$ cat src/rtl/simplearm_pkg.sv
// Shared types and constants for the SimpleARM fetch front end.
package simplearm_pkg;

    localparam int unsigned WORD_W = 32;
    localparam logic [31:0] DEFAULT_RESET_PC = 32'h0000_0000;

    typedef enum logic [1:0] {
        FETCH = 2'd0,
        FULL  = 2'd1,
        FAULT = 2'd2
    } fetch_state_t;

    typedef struct packed {
        logic [WORD_W-1:0] instr;
        logic [WORD_W-1:0] pc;
    } fetch_entry_t;

endpackage

$ cat src/rtl/fetch_queue.sv
// Prefetch FIFO of {instr, pc} entries; flush beats push in the same cycle.
module fetch_queue
    import simplearm_pkg::*;
#(
    parameter int unsigned QDEPTH = 2
) (
    input  logic                     clk,
    input  logic                     reset,
    input  logic                     push,
    input  fetch_entry_t             push_data,
    input  logic                     pop,
    input  logic                     flush,
    output fetch_entry_t             head,
    output logic [$clog2(QDEPTH):0]  count,
    output logic                     empty,
    output logic                     full
);

    localparam int unsigned AW = $clog2(QDEPTH);
    localparam int unsigned CW = AW + 1;

    fetch_entry_t    mem [QDEPTH];
    logic [AW-1:0]   rd_ptr;
    logic [AW-1:0]   wr_ptr;
    logic            push_ok;
    logic            pop_ok;

    assign empty   = (count == '0);
    assign full    = (count == CW'(QDEPTH));
    assign push_ok = push & ~flush & ~full;
    assign pop_ok  = pop & ~empty;
    assign head    = mem[rd_ptr];

    // Pointers and occupancy
    always_ff @(posedge clk) begin
        if (reset || flush) begin
            rd_ptr <= '0;
            wr_ptr <= '0;
            count  <= '0;
        end else begin
            if (push_ok) begin
                wr_ptr <= wr_ptr + AW'(1);
            end
            if (pop_ok) begin
                rd_ptr <= rd_ptr + AW'(1);
            end
            count <= count + CW'(push_ok) - CW'(pop_ok);
        end
    end

    // Storage is cleared on reset so the head never reads as X
    always_ff @(posedge clk) begin
        if (reset) begin
            mem <= '{default: '0};
        end else if (push_ok) begin
            mem[wr_ptr] <= push_data;
        end
    end

endmodule

$ cat src/rtl/fetch_unit.sv
// Instruction fetch front end: PC, request FSM and prefetch queue feeding decode.
module fetch_unit
    import simplearm_pkg::*;
#(
    parameter int unsigned QDEPTH   = 2,
    parameter logic [31:0] RESET_PC = DEFAULT_RESET_PC
) (
    input  logic        clk,
    input  logic        reset,
    output logic        ImemReq,
    output logic [31:0] ImemAddr,
    input  logic        ImemAck,
    input  logic [31:0] ImemRD,
    output logic        InstrValid,
    input  logic        InstrReady,
    output logic [31:0] Instr,
    output logic [31:0] InstrPC,
    output logic [31:0] InstrPCPlus8,
    input  logic        Redirect,
    input  logic [31:0] RedirectPC,
    output logic        Fault
);

    localparam int unsigned CW = $clog2(QDEPTH) + 1;

    fetch_state_t    state;
    logic [31:0]     fetch_pc;
    logic            req;
    logic            push;
    logic            pop;
    logic            aligned;
    logic [CW-1:0]   q_count;
    logic [CW-1:0]   next_count;
    logic            q_empty;
    logic            q_full;
    fetch_entry_t    q_head;
    fetch_entry_t    q_in;

    // Request follows registered state only; reset holds it low
    assign req        = (state == FETCH) & ~reset;
    assign push       = req & ImemAck & ~Redirect & ~q_full;
    assign pop        = ~q_empty & InstrReady;
    assign aligned    = (RedirectPC[1:0] == 2'b00);
    assign next_count = q_count + CW'(push) - CW'(pop);
    assign q_in       = '{instr: ImemRD, pc: fetch_pc};

    assign ImemReq      = req;
    assign ImemAddr     = fetch_pc;
    assign InstrValid   = ~q_empty;
    assign Instr        = q_head.instr;
    assign InstrPC      = q_head.pc;
    assign InstrPCPlus8 = q_head.pc + 32'd8;
    assign Fault        = (state == FAULT);

    fetch_queue #(
        .QDEPTH (QDEPTH)
    ) u_queue (
        .clk       (clk),
        .reset     (reset),
        .push      (push),
        .push_data (q_in),
        .pop       (pop),
        .flush     (Redirect),
        .head      (q_head),
        .count     (q_count),
        .empty     (q_empty),
        .full      (q_full)
    );

    // Fetch FSM and PC; a redirect overrides any ack in the same cycle
    always_ff @(posedge clk) begin
        if (reset) begin
            state    <= FETCH;
            fetch_pc <= RESET_PC;
        end else if (Redirect) begin
            if (aligned) begin
                state    <= FETCH;
                fetch_pc <= RedirectPC;
            end else begin
                state    <= FAULT;
            end
        end else begin
            case (state)
                FETCH: begin
                    if (push) begin
                        fetch_pc <= fetch_pc + 32'd4;
                        if (next_count == CW'(QDEPTH)) begin
                            state <= FULL;
                        end
                    end
                end
                FULL: begin
                    if (next_count < CW'(QDEPTH)) begin
                        state <= FETCH;
                    end
                end
                FAULT: begin
                    state <= FAULT;
                end
                default: begin
                    state <= FETCH;
                end
            endcase
        end
    end

endmodule

$ cat config.mk
export PLATFORM = sky130hd
export DESIGN_NAME = fetch_unit
export DESIGN_NICKNAME = d
export VERILOG_FILES = /design/src/rtl/simplearm_pkg.sv /design/src/rtl/fetch_queue.sv /design/src/rtl/fetch_unit.sv
export SDC_FILE = /design/constraint.sdc
export NUM_CORES = 1
export LEC_CHECK = 0
export ABC_AREA = 1
export BUFFER_PORTS_ARGS = -buffer_cell sky130_fd_sc_hd__buf_2
export CAP_MARGIN = 20
export CORE_UTILIZATION = 42
export CTS_CLUSTER_DIAMETER = 40
export CTS_CLUSTER_SIZE = 16
export DETAILED_ROUTE_END_ITERATION = 10
export GPL_TIMING_DRIVEN = 0
export PLACE_DENSITY_LB_ADDON = 0.08
export SYNTH_ARGS = -nofsm -noshare
export SYNTH_HDL_FRONTEND = slang
export SYNTH_SLANG_ARGS = --single-unit
$ cat constraint.sdc
create_clock -name clk -period 4.1 [get_ports clk]
set_clock_uncertainty 0.2 [all_clocks]
set_input_delay 0.41 -clock clk [delete_from_list [all_inputs] [get_ports clk]]
set_output_delay 0.41 -clock clk [all_outputs]
set_load 0.005 [all_outputs]
# Yosys cells after proc, flatten, opt, wreduce, memory -nomap -nowiden
# Index checks and enable logic that the tools add are counted.
dict set report classes {
  addsub 8
  magnitude_cmp 4
  eq_ne 8
  n_mux 16
  bitwise_logic 14
  n_reduce_logical 9
}
# cell count
set ops {}
lappend ops {{2-to-1 mux 64 bit} 4}
lappend ops {{bitwise mux 128 bit} 1}
lappend ops {{2-to-1 mux 32 bit} 4}
lappend ops {{demux 64 bit (select 1 bit)} 1}
lappend ops {{adder 32 x 3 -> 32 bit (second input constant)} 1}
lappend ops {{adder 32 x 4 -> 32 bit (second input constant)} 1}
lappend ops {{2-to-1 mux 2 bit} 5}
lappend ops {{bitwise AND 1 bit} 8}
lappend ops {{equality test 2 bit (second input constant)} 3}
lappend ops {{logical NOT 2 bit} 3}
lappend ops {{inequality test 3 bit (second input constant)} 2}
lappend ops {{case mux 2 bit (3 select lines)} 1}
lappend ops {{AND reduction 3 bit} 2}
lappend ops {{adder 2 x 1 -> 2 bit} 2}
lappend ops {{>= comparator 2 bit (second input constant)} 2}
lappend ops {{NOT 1 bit} 4}
lappend ops {{NOT 1 -> 2 bit} 2}
lappend ops {{nonzero test 2 bit} 2}
lappend ops {{subtractor 2 x 1 -> 2 bit} 2}
lappend ops {{inequality test 3 x 2 -> 1 bit (second input constant)} 1}
lappend ops {{adder 1 bit (second input constant)} 2}
lappend ops {{equality test 2 x 1 -> 1 bit (second input constant)} 1}
lappend ops {{less-than comparator 2 x 1 -> 1 bit (second input constant)} 1}
lappend ops {{less-than comparator 2 bit (second input constant)} 1}
lappend ops {{other kinds (3)} 3}
dict set report totals {
  regBits 166
  input_bits 69
  output_inout_bits 131
  word_cells 68
}

# Logic depth before layout (Yosys ltp)
# Gate-level depths: netlist of the first run.
dict set report logic_depth {
  word_depth 12
  depth_mapped 14
  mapped_depth_nobuf 12
}

# Hierarchy
# From an unflattened synthesis of the first run, not the netlist that was laid out.
dict set report unflattened {
  hier_cells 1778
  area_unflattened_um2 10428.8
}
# module n_inst cells_per_inst area_each_um2 seq_area_each_um2
set modules_own_cells {}
lappend modules_own_cells {fetch_queue 1 1210 7203.2 2642.5}
lappend modules_own_cells {fetch_unit 1 568 3225.6 680.7}

# Worst setup path before layout of the first run
# No wires, ideal clock.
dict set report synth_timing {
  kind {register to output}
  start {register u_queue.rd_ptr}
  end {output port InstrPCPlus8[19]}
  arrival_time_ns 1.705
  required_time_ns 3.490
  setup_slack_ns 1.785
  path_stages_with_launch 10
  n_path_buf 2
  path_cell_list {dfxtp_1 buf_6 buf_6 o21ai_1 inv_1 ha_1 nand3_4 nor2_2 nand2_1 xor2_1}
}
dict set report synth_between {
  elab_chain_len 5
}
# element line
set synth_lines {}
lappend synth_lines {{from (decl)} fetch_queue.sv:23} ;# logic [AW-1:0] rd_ptr;
lappend synth_lines {{from (signal assigned)} fetch_queue.sv:45} ;# rd_ptr <= rd_ptr + AW'(1);
lappend synth_lines {{NOT 1 -> 2 bit (not written as such)} fetch_queue.sv:32} ;# assign head = mem[rd_ptr];
lappend synth_lines {{2-to-1 mux 64 bit (not written as such) (3 in a row)} fetch_queue.sv:32}
lappend synth_lines {{via InstrPC[3]} fetch_unit.sv:17} ;# output logic [31:0] InstrPC,
lappend synth_lines {{adder 32 x 4 -> 32 bit} fetch_unit.sv:52} ;# assign InstrPCPlus8 = q_head.pc + 32'd8;
lappend synth_lines {{to (decl)} fetch_unit.sv:18} ;# output logic [31:0] InstrPCPlus8,
# The timed path passes the listed nets, and every way through them passes these cells. The select of a mux whose other input is x is not followed.

# Worst setup path after layout of the first run
dict set report layout_timing {
  start {register u_queue.rd_ptr}
  end {output port InstrPCPlus8[19]}
}
dict set report layout_between {
  elab_chain_len 5
}
# element line
set layout_lines {}
lappend layout_lines {{NOT 1 -> 2 bit (not written as such)} fetch_queue.sv:32}
lappend layout_lines {{2-to-1 mux 64 bit (not written as such) (3 in a row)} fetch_queue.sv:32}
lappend layout_lines {{adder 32 x 4 -> 32 bit} fetch_unit.sv:52}
# Every way passes these cells. The select of a mux whose other input is x is not followed.

==> results of run 1 <==
[power breakdown]
group          switching [µW]  internal, µW  leakage (µW)
registers                56.4          1660       0.00135
clock network             744           802      0.000260
logic                     257           164       0.00319
total                    1060          2630       0.00480
[registers in the layout, indices dropped and copies added, names as in the netlist]
register / count
u_queue.count: 2
u_queue.rd_ptr: 1
u_queue.mem: 128
state: 2
ImemAddr: 32
u_queue.wr_ptr: 1
[cells by family after synthesis]
family | count (synthesis) | share of synthesized area, %
fa+ha+maj | 5 | 0.714
simple gates | 715 | 33.3
xor+xnor | 22 | 2.20
flops | 166 | 37.9
compound gates | 283 | 16.9
buf+inv | 175 | 8.94
[critical path: cells and delay by family, from the launching register on]
kind	cells	cell delay, ns
DFF	1	0.31
buffers and inverters	4	0.59
adders and majority gates	1	0.27
AOI/OAI and AO/OA	1	0.15
xor gates and xnor gates	1	0.15
and+or+nand+nor	4	0.57
[layout make-up]
class,count,area (µm²),area share (%)
multi-input combinational,1025,4650,43.4
timing repair buffer,204,1060,9.86
buffer,75,404,3.77
clock inverter,14,129,1.20
clock buffer,18,429,4.01
tap,270,338,3.15
inverter,100,379,3.54
sequential,166,3320,31.0
[worst paths after layout]
kind | cells after the start | startpoint | end
setup / recovery | 11 | u_queue.rd_ptr | InstrPCPlus8[19]
setup reg to reg | 12 | u_queue.count[1] | state[0]
hold / removal | 3 | ImemRD[15] | u_queue.mem[111]
hold reg to reg | 2 | u_queue.mem[22] | u_queue.mem[22]
[synthesized netlist by cell type, drive strengths merged (3+ instances only)]
master and number:
ha 5, nand3 45, nand3b 3, buf 44, dfxtp 166, or2 3
nor3 9, nor2 287, o21ai 185, nand4 8, o22ai 3, nand2 358
a21oi 91, clkbuf 31, xor2 20, inv 99
[per-layer routing]
metal,vias up,share of wire [%],GRT usage [%]
met5,-,0,0
met4,0,2.1,8.44
met3,38,7.0,4.19
met2,351,42,40.7
met1,4130,48,38.9
li1,4786,-,-
[stage by stage]
step           hold slack [ns]  instances  total power [µW]  cell area [µm²]
3_3_place_gp             0.239       1833              2160            10100
5_1_grt                0.00795       1872              3830            10700
3_5_place_dp             0.243       1833              2170            10100
6_report                0.0109       1872              3690            10700
4_1_cts                0.00264       1872              3700            10700
2_1_floorplan            0.229       1366              1970             8760
[what timing repair did]
action,CTS,global route
hold buffers,7,0
hold endpoints to repair,7,0
resized for setup,0,0
endpoints found under the setup margin,0,0
==> metrics, run 1 <==
first-pass GRT wire length=45100 µm; Layout Area Growth over Synthesis=22.3%; Die Y=146 µm; Crit-path slowest cell=dfxtp_1; number of fill cells=2169; vias per inst=4.97; Tot GR Track Use=26.9%; Max Fclk=322 MHz; worst hold path class=in2reg; async set or reset register ratio after synthesis=0%; drt wl/cell=15.3 µm; crit-path max FO=10; Startpoint Class=flop; Final ANT Viol Nets=0; Post-synth EDFFs=0; I/O pin cnt=200; die width=146 µm; Core Region=20400 µm²; Post-CTS Setup Bufs=0; starting density of the core=43.0%; Pwr Density=344 nW/µm²; share of cells above drive strength 1=19.6%; post-synthesis instance total=1366; H-Tree Level Count=4; outcome=completed; total wire length=28600 µm; CTS tree=built; Final HPWL DP=22100 µm; Setup WS post-layout=0.993 ns; biggest area consumer among synthesized cells=dfxtp_1; Clock Latency Late Sink=0.44 ns; DRC Markers=0; CTS Buf Count=17; gp weighted congestion=0.906; Worst EP arrival=2.50 ns; DR iter-0 viols=636; clock transition at the registers of the reported paths=0.07 ns; final core occ=52.6%; die area=21400 µm²; synth warn=0; CP cell instances=buf_6, buf_6, nand2_1, o21ai_1, inv_1, ha_1, nand3_4, nor2_2, nand2_1, xor2_1, buf_2; max-slew violation count=0; syn avg cell area=6.41 µm²; TNS Setup=0 ns; #FFs+latches synth=166; synth top area cells=dfxtp_1, nand2_1, nor2_1; fin crit period=3.11 ns; largest net degree at the start of global routing=18; Buffers on Ports=197; most frequent cells in the layout=nand2_1, nor2_1, buf_2, o21ai_0, dfxtp_1; NumNets Final=1663; vias=9305; Rel. slew slack=51.5%; Place WS=1.45 ns; synthesized net count=1440; CP required=3.49 ns; P_leak=0.00480 µW; max-cap violation count=0; slowest stage delay, CP=0.31 ns; commonest non-fill, non-tap cell in the layout=nand2_1; Final Cycle Share=75.8%; CP Capture Type=primary output; Netlist cell types=37; vias in the first global route=8520; post-synthesis sequential area ratio=37.9%; antenna cell count=0; Crit Path Category=reg2out; maximum vdd drop=279 µV; Bufs on Longest Clock Path=2; count of final hold-check violations=0; Initial DRT Pass Iterations=5; RSZ-0062 raised after global routing=false; antenna violations before repair=0; Clk Tree Root Cell=clkbuf_16; Worst-Margin Slew=0.719 ns; FF-to-FF setup slack=1.85 ns; clk sinks=166; Mapped Area=8760 µm²; grt total ovfl=0; area share of the leading cell type in the synthesized netlist=37.9%; final setup fails=0; main flop type after synthesis=dfxtp_1; FP Rows=52
No activity file was read; power rests on OpenSTA's default activity.
==> inputs of run 2 (changes only) <==
- clock period: 4.1 -> 3.2 ns (I/O delays scaled with it)
==> metrics, run 2 (synthesis results as in run 1) <==
outcome=completed; CP Capture Type=primary output; Startpoint Class=flop; drt wl/cell=15.2 µm (-0.71%); Hold Path End=ImemAddr[9]; vias in the first global route=8652 (+1.5%); Worst-Margin Slew=0.727 ns (+0.00721 ns); first-pass GRT wire length=45500 µm (+0.91%); Worst EP arrival=2.50 ns (about the same); Final Cycle Share=94.5%; maximum vdd drop=358 µV (+28%); clk sinks=166 (unchanged); Hold Path Depth=2 (-1); DRC Markers=0 (unchanged); die area=21400 µm² (unchanged); total wire length=28800 µm (+0.62%); P_leak=0.00490 µW (+2.2%); share of cells above drive strength 1=19.3% (-0.30 points); Gates resized, CTS repair=0 (unchanged); CTS Buf Count=17 (unchanged); Clk Tree Root Cell=clkbuf_16; Crit Path Category=reg2out; RSZ-0062 raised after global routing=false; Initial DRT Pass Iterations=5 (unchanged); final core occ=53.8% (+1.2 points); H-Tree Level Count=4 (unchanged); Final ANT Viol Nets=0 (unchanged); Die Y=146 µm (unchanged); post-route insts no fill=1897 (+1.3%); Total Power=4750 µW (+29%); antenna cell count=0 (unchanged); commonest non-fill, non-tap cell in the layout=nand2_1; NumNets Final=1688 (+1.5%); Pwr Density=433 nW/µm² (+26%); Clock Latency Late Sink=0.44 ns (about the same); gp weighted congestion=0.906 (unchanged); max-cap violation count=0 (unchanged); CTS tree=built; Cells after DPL=1833 (unchanged); Layout Area Growth over Synthesis=25.1%; antenna violations before repair=0 (unchanged); fin crit period=3.02 ns; max-slew violation count=0 (unchanged); number of fill cells=2146 (-1.1%); Largest register FFs=128 (unchanged); worst hold path class=in2reg; DR iter-0 viols=650 (+2.2%); FP Rows=52 (unchanged); count of final hold-check violations=0 (unchanged); Final HPWL DP=22100 µm (unchanged); starting density of the core=43.0% (unchanged); Max Fclk=331 MHz; final setup fails=0 (unchanged); worst r2r src=u_queue.count[1]; clock transition at the registers of the reported paths=0.07 ns (about the same); largest net degree at the start of global routing=18 (unchanged); Worst Min Path Start=reset; Reg-to-Reg End=state[0]; vias=9374 (+0.74%); Tot GR Track Use=27.1% (+0.19 points); most frequent cells in the layout=nand2_1, nor2_1, buf_2, o21ai_0, dfxtp_1; crit-path max FO=10 (unchanged); Rel. slew slack=51.0% (-0.49 points); FF-to-FF setup slack=0.96 ns (-0.89 ns); reg2reg path depth=12 (unchanged); Buffers on Ports=197 (unchanged); grt total ovfl=0 (unchanged); I/O pin cnt=200 (unchanged); vias per inst=4.94 (-0.59%); CP required=2.68 ns (-0.81 ns); Core Region=20400 µm² (unchanged); TNS Setup=0 ns (unchanged); die width=146 µm (unchanged); Largest Register=u_queue.mem; Bufs on Longest Clock Path=2 (unchanged)
run 2: cell count changes in the layout (fill, tap and decap cells not counted):
| cell | previous run | this run |
|---|---|---|
| dlygate4sd3_1 | 7 | 32 |
run 2: repair_timing:
action | 4_1_cts | 5_1_grt
buffers inserted | 0 | 0
endpoints found under the hold margin | 64 | 0
hold buffers | 32 | 0
run 2: final cells by class:
type	instances	area, µm²	share of cell area (%)
Multi-Input combinational cell	1025	4650	42.4
Sequential cell	166	3320	30.3
Timing Repair Buffer	229	1310	11.9
Clock buffer	18	429	3.92
Buffer	75	404	3.69
Inverter	100	379	3.46
Tap cell	270	338	3.08
Clock inverter	14	129	1.18
run 2: metal layers:
metal	track usage, %	wire (µm)
met1	39.1	14100
met2	41.1	12300
met5	0	0
met3	4.13	1810
met4	8.44	585
run 2: through the flow:
stage / setup slack, ns / instance area (µm²) / hold slack, ns
floorplan: 0.975 / 8760 / 0.229
global placement: 0.616 / 10100 / 0.239
detailed placement: 0.641 / 10100 / 0.243
CTS: 0.165 / 11000 / 0.0136
global route: 0.0293 / 11000 / 0.0568
finish: 0.176 / 11000 / 0.0226
run 2: how the worst max path moves through the flow:
stage	endpoint	slack [ns]	start	depth (start not counted)
2_1_floorplan	InstrPCPlus8[19]	0.97	u_queue.rd_ptr	9
3_3_place_gp	InstrPCPlus8[19]	0.62	u_queue.rd_ptr	11
3_5_place_dp	InstrPCPlus8[19]	0.64	u_queue.rd_ptr	11
4_1_cts	InstrPCPlus8[19]	0.16	u_queue.rd_ptr	11
5_1_grt	InstrPCPlus8[19]	0.03	u_queue.rd_ptr	11
6_report	InstrPCPlus8[19]	0.18	u_queue.rd_ptr	11
run 2: power breakdown:
group          internal [µW]  switching (µW)  leakage (µW)
combinational            230             332       0.00330
sequential              2130            71.4       0.00135
clock                   1030             958      0.000260
total                   3390            1360       0.00490
run 2: critical path: stages, from the launching register on:
cell and delay [ns]:
dfxtp_1 0.31, buf_6 0.14, buf_6 0.14, nand2_1 0.06
o21ai_1 0.15, inv_1 0.15, ha_1 0.27, nand3_4 0.16
nor2_2 0.26, nand2_1 0.10, xor2_1 0.15, buf_2 0.16
